`src/rtl/cluster_count_scheduler_pkg.sv`:
```
// Shared types and constants for the cluster count scheduler.
package cluster_count_scheduler_pkg;
    localparam int CNT_W            = 11;
    localparam int SLOT_W           = 4;
    localparam int MAX_CLUSTERS_DEF = 8;

    typedef enum logic {
        ST_IDLE  = 1'b0,
        ST_ISSUE = 1'b1
    } rd_state_t;

    // Number of readout slots for a raw count: the count, capped at max_c.
    function automatic logic [SLOT_W-1:0] clamp_cnt(input logic [CNT_W-1:0] cnt,
                                                    input logic [SLOT_W-1:0] max_c);
        return (cnt > CNT_W'(max_c)) ? max_c : cnt[SLOT_W-1:0];
    endfunction
endpackage

```
`src/rtl/cluster_count_scheduler_if.sv`:
```
// Handshake bundle between the cluster counter pipeline, the scheduler and the readout.
interface cluster_count_scheduler_if
    import cluster_count_scheduler_pkg::*;
#(
    parameter int OVF_W = 16
);
    logic              bx0_i;
    logic [CNT_W-1:0]  cnt_i;
    logic              slot_ack_i;
    logic              clr_i;
    logic [1:0]        phase_o;
    logic              sample_o;
    logic              cnt_valid_o;
    logic [CNT_W-1:0]  cnt_o;
    logic              overflow_o;
    logic              slot_req_o;
    logic [SLOT_W-1:0] slot_idx_o;
    logic              truncated_o;
    logic [OVF_W-1:0]  ovf_cnt_o;
    logic              sync_err_o;

    modport master (
        output bx0_i, cnt_i, slot_ack_i, clr_i,
        input  phase_o, sample_o, cnt_valid_o, cnt_o, overflow_o, slot_req_o,
               slot_idx_o, truncated_o, ovf_cnt_o, sync_err_o
    );

    modport slave (
        input  bx0_i, cnt_i, slot_ack_i, clr_i,
        output phase_o, sample_o, cnt_valid_o, cnt_o, overflow_o, slot_req_o,
               slot_idx_o, truncated_o, ovf_cnt_o, sync_err_o
    );
endinterface

```
`src/rtl/cluster_count_scheduler_bx_phase_gen.sv`:
```
// Bunch-crossing phase tracker and delayed capture strobe for the counter pipeline.
module bx_phase_gen #(
    parameter int LATENCY = 8
) (
    input  logic       clock4x,
    input  logic       reset,
    input  logic       bx0,
    output logic [1:0] phase,
    output logic       sample,
    output logic       strobe
);
    logic [LATENCY-1:0] sample_sr;

    assign sample = (phase == 2'd0);
    assign strobe = sample_sr[LATENCY-1];

    // Phase counter; bx0 forces phase 0 on the following cycle.
    always_ff @(posedge clock4x or posedge reset) begin
        if (reset) phase <= 2'd0;
        else       phase <= bx0 ? 2'd0 : phase + 2'd1;
    end

    // Delay the sample marker by the counter pipeline depth.
    always_ff @(posedge clock4x or posedge reset) begin
        if (reset) sample_sr <= '0;
        else       sample_sr <= LATENCY'({sample_sr, sample});
    end
endmodule

```
`src/rtl/cluster_count_scheduler.sv`:
```
// Captures per-crossing cluster counts and schedules their readout slots.
module cluster_count_scheduler
    import cluster_count_scheduler_pkg::*;
#(
    parameter int LATENCY      = 8,
    parameter int MAX_CLUSTERS = MAX_CLUSTERS_DEF,
    parameter int OVF_W        = 16
) (
    input  logic                     clock4x,
    input  logic                     reset,
    cluster_count_scheduler_if.slave bus
);
    logic              strobe;
    logic              new_ovf;
    logic [SLOT_W-1:0] new_clamp;
    logic [SLOT_W-1:0] clamp_q;
    logic              last_slot;
    rd_state_t         state;

    assign new_clamp = clamp_cnt(bus.cnt_i, SLOT_W'(MAX_CLUSTERS));
    assign new_ovf   = bus.cnt_i > CNT_W'(MAX_CLUSTERS);
    assign last_slot = (bus.slot_idx_o == clamp_q - SLOT_W'(1));

    bx_phase_gen #(.LATENCY(LATENCY)) u_phase (
        .clock4x (clock4x),
        .reset   (reset),
        .bx0     (bus.bx0_i),
        .phase   (bus.phase_o),
        .sample  (bus.sample_o),
        .strobe  (strobe)
    );

    // Capture the count on the delayed strobe and hold it until the next one.
    always_ff @(posedge clock4x or posedge reset) begin
        if (reset) begin
            bus.cnt_o       <= '0;
            bus.overflow_o  <= 1'b0;
            bus.cnt_valid_o <= 1'b0;
        end else begin
            bus.cnt_valid_o <= strobe;
            if (strobe) begin
                bus.cnt_o      <= bus.cnt_i;
                bus.overflow_o <= new_ovf;
            end
        end
    end

    // Sticky sync error and saturating overflow counter; clear has priority.
    always_ff @(posedge clock4x or posedge reset) begin
        if (reset) begin
            bus.sync_err_o <= 1'b0;
            bus.ovf_cnt_o  <= '0;
        end else if (bus.clr_i) begin
            bus.sync_err_o <= 1'b0;
            bus.ovf_cnt_o  <= '0;
        end else begin
            if (bus.bx0_i && bus.phase_o != 2'd3) bus.sync_err_o <= 1'b1;
            if (strobe && new_ovf && !(&bus.ovf_cnt_o)) bus.ovf_cnt_o <= bus.ovf_cnt_o + 1'b1;
        end
    end

    // Readout FSM: a capture (re)starts a readout; acks walk the slot index.
    always_ff @(posedge clock4x or posedge reset) begin
        if (reset) begin
            state           <= ST_IDLE;
            clamp_q         <= '0;
            bus.slot_idx_o  <= '0;
            bus.slot_req_o  <= 1'b0;
            bus.truncated_o <= 1'b0;
        end else begin
            bus.truncated_o <= 1'b0;
            if (strobe) begin
                // Finishing the last slot on the capture cycle is a complete readout.
                if (state == ST_ISSUE && !(bus.slot_ack_i && last_slot))
                    bus.truncated_o <= 1'b1;
                clamp_q        <= new_clamp;
                bus.slot_idx_o <= '0;
                if (new_clamp != '0) begin
                    state          <= ST_ISSUE;
                    bus.slot_req_o <= 1'b1;
                end else begin
                    state          <= ST_IDLE;
                    bus.slot_req_o <= 1'b0;
                end
            end else if (state == ST_ISSUE && bus.slot_ack_i) begin
                if (last_slot) begin
                    state          <= ST_IDLE;
                    bus.slot_req_o <= 1'b0;
                    bus.slot_idx_o <= '0;
                end else begin
                    bus.slot_idx_o <= bus.slot_idx_o + SLOT_W'(1);
                end
            end
        end
    end
endmodule

```
`src/flat_wrapper.sv`:
```
// flat-port wrapper written by rule: the top's interface ports become plain ports
module cluster_count_scheduler_flat import cluster_count_scheduler_pkg::*;
#(
    parameter int LATENCY      = 8,
    parameter int MAX_CLUSTERS = MAX_CLUSTERS_DEF,
    parameter int OVF_W        = 16
)
  (clock4x, reset, bus_bx0_i, bus_cnt_i, bus_slot_ack_i, bus_clr_i, bus_phase_o, bus_sample_o, bus_cnt_valid_o, bus_cnt_o, bus_overflow_o, bus_slot_req_o, bus_slot_idx_o, bus_truncated_o, bus_ovf_cnt_o, bus_sync_err_o);
  cluster_count_scheduler_if #(.OVF_W(OVF_W)) bus_i ();
  input  logic clock4x;
  input  logic reset;
  input wire logic [$bits(bus_i.bx0_i)-1:0] bus_bx0_i;
  input wire logic [$bits(bus_i.cnt_i)-1:0] bus_cnt_i;
  input wire logic [$bits(bus_i.slot_ack_i)-1:0] bus_slot_ack_i;
  input wire logic [$bits(bus_i.clr_i)-1:0] bus_clr_i;
  output wire logic [$bits(bus_i.phase_o)-1:0] bus_phase_o;
  output wire logic [$bits(bus_i.sample_o)-1:0] bus_sample_o;
  output wire logic [$bits(bus_i.cnt_valid_o)-1:0] bus_cnt_valid_o;
  output wire logic [$bits(bus_i.cnt_o)-1:0] bus_cnt_o;
  output wire logic [$bits(bus_i.overflow_o)-1:0] bus_overflow_o;
  output wire logic [$bits(bus_i.slot_req_o)-1:0] bus_slot_req_o;
  output wire logic [$bits(bus_i.slot_idx_o)-1:0] bus_slot_idx_o;
  output wire logic [$bits(bus_i.truncated_o)-1:0] bus_truncated_o;
  output wire logic [$bits(bus_i.ovf_cnt_o)-1:0] bus_ovf_cnt_o;
  output wire logic [$bits(bus_i.sync_err_o)-1:0] bus_sync_err_o;
  assign bus_i.bx0_i = bus_bx0_i;
  assign bus_i.cnt_i = bus_cnt_i;
  assign bus_i.slot_ack_i = bus_slot_ack_i;
  assign bus_i.clr_i = bus_clr_i;
  assign bus_phase_o = bus_i.phase_o;
  assign bus_sample_o = bus_i.sample_o;
  assign bus_cnt_valid_o = bus_i.cnt_valid_o;
  assign bus_cnt_o = bus_i.cnt_o;
  assign bus_overflow_o = bus_i.overflow_o;
  assign bus_slot_req_o = bus_i.slot_req_o;
  assign bus_slot_idx_o = bus_i.slot_idx_o;
  assign bus_truncated_o = bus_i.truncated_o;
  assign bus_ovf_cnt_o = bus_i.ovf_cnt_o;
  assign bus_sync_err_o = bus_i.sync_err_o;
  cluster_count_scheduler #(.LATENCY(LATENCY), .MAX_CLUSTERS(MAX_CLUSTERS), .OVF_W(OVF_W)) u_core (.clock4x(clock4x), .reset(reset), .bus(bus_i));
endmodule
```
`config.mk`:
```
export PLATFORM = sky130hd
export DESIGN_NAME = cluster_count_scheduler_flat
export DESIGN_NICKNAME = d
export VERILOG_FILES = /design/src/rtl/cluster_count_scheduler_pkg.sv /design/src/rtl/cluster_count_scheduler_if.sv /design/src/rtl/cluster_count_scheduler_bx_phase_gen.sv /design/src/rtl/cluster_count_scheduler.sv /design/src/flat_wrapper.sv
export SDC_FILE = /design/constraint.sdc
export NUM_CORES = 1
export LEC_CHECK = 0
export CAP_MARGIN = 10
export CORE_AREA = 4 4 81 83
export DETAILED_ROUTE_END_ITERATION = 7
export DIE_AREA = 0 0 85 87
export PLACE_DENSITY_LB_ADDON = 0.05
export REMOVE_ABC_BUFFERS = 1
export SLEW_MARGIN = 20
export SYNTH_ARGS = -nofsm -noshare
export SYNTH_HDL_FRONTEND = slang
export SYNTH_SLANG_ARGS = --single-unit
export TNS_END_PERCENT = 5
```
`constraint.sdc`:
```
create_clock -name clock4x -period 6.75 [get_ports clock4x]
set_clock_uncertainty 0.15 [all_clocks]
set_input_delay 0.675 -clock clock4x [delete_from_list [all_inputs] [get_ports clock4x]]
set_output_delay 0.675 -clock clock4x [all_outputs]
set_load 0.005 [all_outputs]
```
==> run_results.csv, run 1 <==
group,metric,value,unit
sta,layout_setup_ws,3750,ps
grt,grt-ovfl-total,0,
layout,final_cell_mix,"clkdlybuf4s50_1 (54), dfrtp_1 (50), nor2_1 (22)",
floorplan,start_util,38.6,%
job,cap_violations,0,
floorplan,core,5850,µm²
worst_setup_path,start_kind,"register",
layout,fin_nets,277,
route,drt-initial-drc-count,80,
route,ant_nets,0,
route,vias_per_cell,4.95,
sta,worst_pin_slew,861,ps
worst_setup_path,cp_max_fo,24,
sta,setup_viol,0,
yosys,ys_types,46,
worst_setup_path,rrSetupSlack,3750,ps
grt,grt_max_degree,51,
place,place_ws,3460,ps
grt,grtUsageTotal,13.4,%
worst_hold_path,hp-class,"register to register",
floorplan,die_y,87,µm
place,gp_congestion,0.732,
sta,relSlewSlack,42.5,%
power,leakagePower,1.23,nW
floorplan,dieArea,7400,µm²
sta,period_minus_slack,3000,ps
power,irDropWorstVdd,0.000126,V
clock_tree,htreeDepth,2,
worst_setup_path,worstPathRequired,6790,ps
clock_tree,cts_sinks,50,
floorplan,rows,28,
clock_tree,cts_tree,"done",
grt,antenna_found_initial,0,
sta,fmax,0.334,GHz
yosys,synth.yosys.seq_area_share,55.4,%
grt,grt_pass1_vias,1666,
place,io_buffers,54,
sta,rsz0062_at_grt,"false",
layout,area_growth_syn_to_layout,31.0,%
clock_tree,cts_resized,0,
clock_tree,cts-root-buf,"clkbuf_8",
yosys,synthFlopType,"dfrtp_1",
layout,postLayoutCellArea,2960,µm²
layout,mostFrequentLayoutCell,"clkdlybuf4s50_1",
route,drc,0,
floorplan,io_pins,55,
route,avgRoutedWirePerCell,14.2,µm
floorplan,die_w,85,µm
worst_setup_path,crit_arrival,3040,ps
route,dr_total_vias,1643,
place,dpl_cell_area,2860,µm²
outcome,status,"finished clean",
clock_tree,clockBufferDepth,2,
yosys,synth_seq_cells,50,
worst_setup_path,end_kind,"register",
sta,slew_violations,0,
clock_tree,clock_latency,300,ps
layout,final_util,50.6,%
layout,drive_gt1_share,10.1,%
yosys,syn_inst,201,
yosys,async_flop_share,100,%
clock_tree,hold_buffers,0,
clock_tree,path_clk_slew,90,ps
sta,final.period_utilization,44.4,%
worst_setup_path,crit_type,"register to register",
yosys,avgSynthCellArea,11.2,µm²
clock_tree,cts_setup_buffers,0,
route,wl,4710,µm
yosys,ys_warn_count,0,
layout,antenna_cells,0,
sta,hold_viol_final,0,
yosys,synth-edff-count,0,
yosys,netlist_area,2260,µm²
power,cellPowerDensity,210,nW/µm²
sta,fin_tns_setup,0,ps
grt,grt_pass1_wl,7860,µm
clock_tree,cts_buffers,5,
place,hpwlAfterDp,3380,µm
power,total_power,0.000622,W
route,dr.pass1.iters,4,
==> cells in the mapped netlist (2+ instances only) <==
library cell | number | area share (%)
dfrtp_1 | 50 | 55
nor2_1 | 22 | 3.7
inv_1 | 13 | 2.2
mux2_2 | 11 | 5.5
nand2_1 | 8 | 1.3
nand3_1 | 8 | 1.8
xor2_1 | 8 | 3.1
a21oi_1 | 5 | 1.1
ha_1 | 5 | 2.8
nand4_1 | 5 | 1.4
nor3_1 | 5 | 1.1
o21ai_0 | 5 | 1.1
xnor2_1 | 5 | 1.9
a311oi_1 | 4 | 1.6
and3_1 | 4 | 1.1
nor2b_1 | 4 | 1.1
nor4_1 | 3 | 0.83
and2_1 | 2 | 0.55
buf_1 | 2 | 0.33
clkbuf_1 | 2 | 0.33
nand4b_1 | 2 | 0.78
o211ai_1 | 2 | 0.66
o21a_1 | 2 | 0.66
o22ai_1 | 2 | 0.55
==> path summary, 6_finish.rpt <==
kind / start / endpoint / depth (start not counted)
worst max-delay path: u_core.u_phase.sample_sr[7]$_DFF_PP0_ / u_core.bus.ovf_cnt_o[6]$_DFFE_PP0P_ / 5
max in group asynchronous: reset / u_core.bus.truncated_o$_DFF_PP0_ / 2
worst min register to register: u_core.u_phase.sample_sr[3]$_DFF_PP0_ / u_core.u_phase.sample_sr[4]$_DFF_PP0_ / 0
worst min-delay path: u_core.u_phase.sample_sr[3]$_DFF_PP0_ / u_core.u_phase.sample_sr[4]$_DFF_PP0_ / 0
worst max register to register: u_core.u_phase.sample_sr[7]$_DFF_PP0_ / u_core.bus.ovf_cnt_o[6]$_DFFE_PP0P_ / 5
min in group asynchronous: reset / u_core.bus.ovf_cnt_o[2]$_DFFE_PP0P_ / 2
==> registers in the layout, indices dropped and copies added, names as in the netlist <==
register and count:
u_core.u_phase.sample_sr 8, u_core.bus.sync_err_o 1, u_core.bus.slot_req_o 1, u_core.clamp_q 4, u_core.bus.cnt_valid_o 1, u_core.bus.slot_idx_o 4
u_core.bus.cnt_o 11, u_core.u_phase.phase 2, u_core.bus.truncated_o 1, u_core.bus.ovf_cnt_o 16, u_core.bus.overflow_o 1
==> worst max-delay path, cell delays in order (launching register included) <==
cell and delay (ps):
dfrtp_1 890, inv_1 300, a31oi_2 450, o21a_1 390, or3b_1 390, mux2_1 310
==> logic make-up after synthesis <==
group                    share of synthesized area, %
buffers and inverters                            3.55
multiplexers                                     6.43
AO/OA/AOI/OAI                                    8.48
flip-flops                                       55.4
adder cells (fa/ha/maj)                          2.77
XOR/XNOR                                         6.09
AND/OR/NAND/NOR                                  17.3
==> per-stage QoR <==
step	cells	hold WS, ps
finish	332	200
global route	332	222
CTS	332	203
detailed placement	324	185
global placement	324	181
floorplan	195	181
==> metal layers <==
layer / GRT usage, % / part of all wire (%) / vias to the layer above / wire length [µm]
met4: 4.32 / 1.0 / 0 / 48
met3: 4.26 / 6.2 / 7 / 290
met2: 20.6 / 47 / 39 / 2200
met1: 18.0 / 46 / 784 / 2170
li1: - / - / 813 / -
met5: 0 / 0 / - / 0
==> layout make-up <==
cell class / instances / area, µm²
multi-input combinational: 132 / 927
fill: 527 / 2890
timing repair buffer: 54 / 541
clock inverter: 2 / 12.5
clock buffer: 6 / 82.6
sequential: 50 / 1250
tap: 75 / 93.8
inverter: 13 / 50.0
==> power by group <==
part / switching, W / internal (W)
Combinational: 0.0000381 / 0.0000597
Sequential: 0.0000204 / 0.000323
Clock: 0.0000977 / 0.0000825
Power figures use the tool's default switching activity.
==> inputs of run 2 (changes only) <==
- clock period: 6.75 -> 3.1 ns (I/O delays scaled with it)
==> run_results.csv, run 2 (same netlist as run 1, synthesis figures left out) <==
group,metric,value,unit
power,leakagePower,1.26,nW
route,drt-initial-drc-count,62,
worst_setup_path,worstPathRequired,3140,ps
clock_tree,cts_buffers,5,
power,irDropWorstVdd,0.000236,V
worst_setup_path,start_kind,"register",
clock_tree,cts_sinks,50,
layout,drive_gt1_share,11.8,%
sta,hold_viol_final,0,
clock_tree,cts_resized,0,
worst_setup_path,crit_arrival,2550,ps
grt,grtUsageTotal,14.0,%
route,dr_total_vias,1680,
layout,stdcell_count,337,
sta,relSlewSlack,46.8,%
route,vias_per_cell,4.99,
floorplan,core,5850,µm²
job,cap_violations,0,
place,io_buffers,54,
worst_setup_path,cp_max_fo,9,
worst_setup_path,end_kind,"register",
grt,grt_pass1_wl,8250,µm
route,wl,4810,µm
sta,setup_viol,0,
clock_tree,clock_latency,320,ps
grt,grt_pass1_vias,1711,
outcome,status,"finished clean",
grt,grt_max_degree,26,
grt,grt-ovfl-total,0,
worst_setup_path,crit_type,"register to register",
layout,final_cell_mix,"clkdlybuf4s50_1 (54), dfrtp_1 (50), nor2_1 (22)",
layout,area_growth_syn_to_layout,32.7,%
clock_tree,hold_buffers,0,
sta,fin_tns_setup,0,ps
grt,antenna_found_initial,0,
worst_setup_path,crit_slowest_cell,"or4_1",
floorplan,die_w,85,µm
layout,largest_reg_flops,16,
route,drc,0,
sta,rsz0062_at_grt,"false",
floorplan,dieArea,7400,µm²
floorplan,die_y,87,µm
sta,final.period_utilization,81.0,%
clock_tree,cts_tree,"done",
route,dr.pass1.iters,4,
sta,fmax,0.398,GHz
clock_tree,path_clk_slew,110,ps
layout,largest_registers,"u_core.bus.ovf_cnt_o: 16 flops, u_core.bus.cnt_o: 11 flops, u_core.u_phase.sample_sr: 8 flops",
worst_setup_path,worstPathCellList,"ha_1 -> nand2_1 -> or4_1 -> o21a_1 -> or3b_1 -> mux2_1",
clock_tree,cts-root-buf,"clkbuf_8",
power,total_power,0.00139,W
sta,slew_violations,0,
worst_setup_path,critPathMaxStageDelay,520,ps
place,hpwlAfterDp,3580,µm
floorplan,rows,28,
clock_tree,htreeDepth,2,
clock_tree,clockBufferDepth,2,
place,gp_congestion,0.779,
layout,postLayoutCellArea,3000,µm²
layout,mostFrequentLayoutCell,"clkdlybuf4s50_1",
route,ant_nets,0,
place,dpl.cell_count,329,
layout,fin_nets,282,
route,avgRoutedWirePerCell,14.3,µm
floorplan,start_util,38.6,%
clock_tree,cts_setup_buffers,0,
worst_hold_path,hp-class,"input port to asynchronous set/reset pin",
power,cellPowerDensity,463,nW/µm²
place,dpl_cell_area,2900,µm²
sta,period_minus_slack,2510,ps
sta,hold-worst-slack,193,ps
layout,antenna_cells,0,
floorplan,io_pins,55,
sta,worst_pin_slew,795,ps
layout,top_register,"u_core.bus.ovf_cnt_o",
[run 2: path summary, 6_finish.rpt]
check,startpoint,to,slack (ps),cells after the start
hold reg to reg,u_core.u_phase.sample_sr[5]$_DFF_PP0_,u_core.u_phase.sample_sr[6]$_DFF_PP0_,200,0
setup / recovery,u_core.bus.ovf_cnt_o[0]$_DFFE_PP0P_,u_core.bus.ovf_cnt_o[6]$_DFFE_PP0P_,590,6
min in group clock4x,u_core.u_phase.sample_sr[5]$_DFF_PP0_,u_core.u_phase.sample_sr[6]$_DFF_PP0_,200,0
hold / removal,reset,u_core.bus.cnt_o[0]$_DFFE_PP0P_,190,2
setup reg to reg,u_core.bus.ovf_cnt_o[0]$_DFFE_PP0P_,u_core.bus.ovf_cnt_o[6]$_DFFE_PP0P_,590,6
max in group asynchronous,reset,u_core.bus.ovf_cnt_o[9]$_DFFE_PP0P_,1980,3
[run 2: report_power, final]
group	switching (W)	internal (W)	leakage, nW
Sequential	0.0000335	0.000704	0.629
Combinational	0.0000956	0.000136	0.583
Clock	0.000236	0.000184	0.0478
Total	0.000365	0.00102	1.26
[run 2: worst max-delay path: cells and delay by family (launching register included)]
family                   cells  cell delay (ps)
AO/OA/AOI/OAI                1              340
adder cells (fa/ha/maj)      1              280
flip-flops                   1              450
multiplexers                 1              310
AND/OR/NAND/NOR              3              860
[run 2: layer usage]
layer / part of all wire, % / GRT usage [%]
met5: 0 / 0
met4: 1.2 / 3.45
met3: 5.1 / 4.45
met2: 47 / 23.0
met1: 47 / 18.1
[run 2: layout make-up]
| type | count | area (µm²) |
|---|---|---|
| repair buffers | 59 | 578 |
| clock inverters | 2 | 16.3 |
| well taps | 75 | 93.8 |
| multi-input cells | 132 | 927 |
| clock buffers | 6 | 82.6 |
| inverters | 13 | 48.8 |
| fillers | 541 | 2850 |
| flip-flops and latches | 50 | 1250 |
[run 2: metrics by stage]
step	setup slack [ps]	util [%]
2_1_floorplan	637	-
3_3_place_gp	563	49.6
3_5_place_dp	521	49.6
4_1_cts	586	51.2
5_1_grt	390	51.2
6_report	590	51.2
==> patch, RTL diff (flow settings as in run 2) <==
The package constant `SLOT_W` goes from 4 to 6.
--- a/src/rtl/cluster_count_scheduler_pkg.sv
+++ b/src/rtl/cluster_count_scheduler_pkg.sv
@@ -3,3 +3,3 @@
     localparam int CNT_W            = 11;
-    localparam int SLOT_W           = 4;
+    localparam int SLOT_W           = 6;
     localparam int MAX_CLUSTERS_DEF = 8;
Interface: changed (resized bus_slot_idx_o); port bits go from 55 to 57. No check against the original RTL was run, so the function may have changed too.
==> patch against run 2 <==
  * Final area grew 9.3%
  * Via count grew 11%
  * Count of clock-buffer cells in the layout unchanged
  * Die area unchanged
  * Area after synthesis grew 11%
  * Global-route usage up 0.88 points
  * Synthesized cell count grew 12%
  * Wire length rose by 6.9%
  * Sequential cell count up 4
  * Critical path depth increased by 1
  * Power increased by 15%
  * Worst setup slack improved by 0.25 ns
  * Critical endpoint is now u_core.bus.slot_idx_o[5]
  * Largest cell class unchanged
  * Largest power group unchanged
  * Highest routed layer unchanged
==> patch: results (changes against run 2) <==
RePlAce Congestion=0.786 (was 0.779); met2 usage=24.8% (was 23.0%); status=finished clean (unchanged); CTS H-tree depth=2 (unchanged); number of DRC markers in iteration 0=92 (was 62); Peak VDD IR=0.294 mV (was 0.236 mV); met1 global-route usage=18.4% (was 18.1%); slowest cell delay on critical path=0.49 ns (was 0.52 ns); peak fanout along the critical path=8 (was 9); nets=303 (was 282); routed wl met3=252 um (was 243 um); Seq/Total Area, Yosys=54.0% (was 55.4%); placed cell areas=3130 um^2 (was 2900 um^2); gr usage total=14.9% (was 14.0%); cell total after placement=350 (was 329); met2 wire length=2.44 mm (was 2.25 mm); Max-slew headroom=51.5% (was 46.8%); number of global-route vias before repair=1861 (was 1711); share of layout cells above drive strength 1=12.0% (was 11.8%); wire length on met1=2.35 mm (was 2.26 mm); drt via density=5.19 (was 4.99); global-route wire length before repair=8.76 mm (was 8.25 mm); DR WL/cell=14.3 um (about the same); post-DP HPWL=3.59 mm (was 3.58 mm); pin count of the biggest net entering global routing=55 (was 26); Synth cell types=43 (was 46); port bufs=56 (was 54); met3 GRT Util=3.97% (was 4.45%); leakage=1.36 nW (was 1.26 nW); diodes inserted=0 (unchanged); synth cell count leaders=dfrtp_1 (54), nand2_1 (15), nor2_1 (14), xor2_1 (13), inv_1 (12) (was dfrtp_1 (50), nor2_1 (22), inv_1 (13), mux2_2 (11)); HP Class=reg -> reg (was in -> async); final wirelength=5.14 mm (was 4.81 mm); Post-Syn Instances=225 (was 201); slowest CP cell=a211oi_2 (was or4_1)
-- patch: cell count changes after synthesis, moves of 4 or more --
cell / delta
clkbuf_1: +5
o21ai_0: +4
xor2_1: +5
and3_1: -4
nor2_1: -8
nand2_1: +7
dfrtp_1: +4
a311oi_1: -4
a21oi_1: +5
-- patch: worst paths after layout --
| path | to | slack (ns) | depth (start not counted) |
|---|---|---|---|
| setup reg to reg | u_core.bus.slot_idx_o[5] | 0.84 | 7 |
| setup / recovery | u_core.bus.slot_idx_o[5] | 0.84 | 7 |
| max in group asynchronous | u_core.clamp_q[4] | 2.00 | 3 |
| hold reg to reg | u_core.u_phase.sample_sr[5] | 0.20 | 0 |
| hold / removal | u_core.u_phase.sample_sr[5] | 0.20 | 0 |
| min in group asynchronous | u_core.bus.slot_idx_o[5] | 0.33 | 3 |
-- patch: area by class of cell --
cell class,count,area (um^2),area share (%)
inverter,12,45.0,1.37
clock buffer,6,82.6,2.52
clock inverter,2,60.1,1.83
tap,75,93.8,2.86
timing repair buffer,58,576,17.6
multi-input combinational,151,1070,32.6
sequential,54,1350,41.2
-- patch: logic make-up after synthesis --
family / count (synthesis) / synth area share [%]
compound gates: 41 / 11.9
mux: 11 / 4.90
flops: 54 / 54.0
simple gates: 78 / 17.8
fa+ha+maj: 5 / 2.50
xor+xnor: 16 / 5.60
buf+inv: 20 / 3.30
-- patch: power by group through the flow --
stage	clock [mW]	sequential [mW]	combinational (mW)
4_1_cts	0.603	0.789	0.241
3_3_place_gp	0	0.802	0.238
5_1_grt	0.627	0.797	0.261
6_report	0.578	0.788	0.236
3_5_place_dp	0	0.803	0.240
2_1_floorplan	0	0.812	0.0854
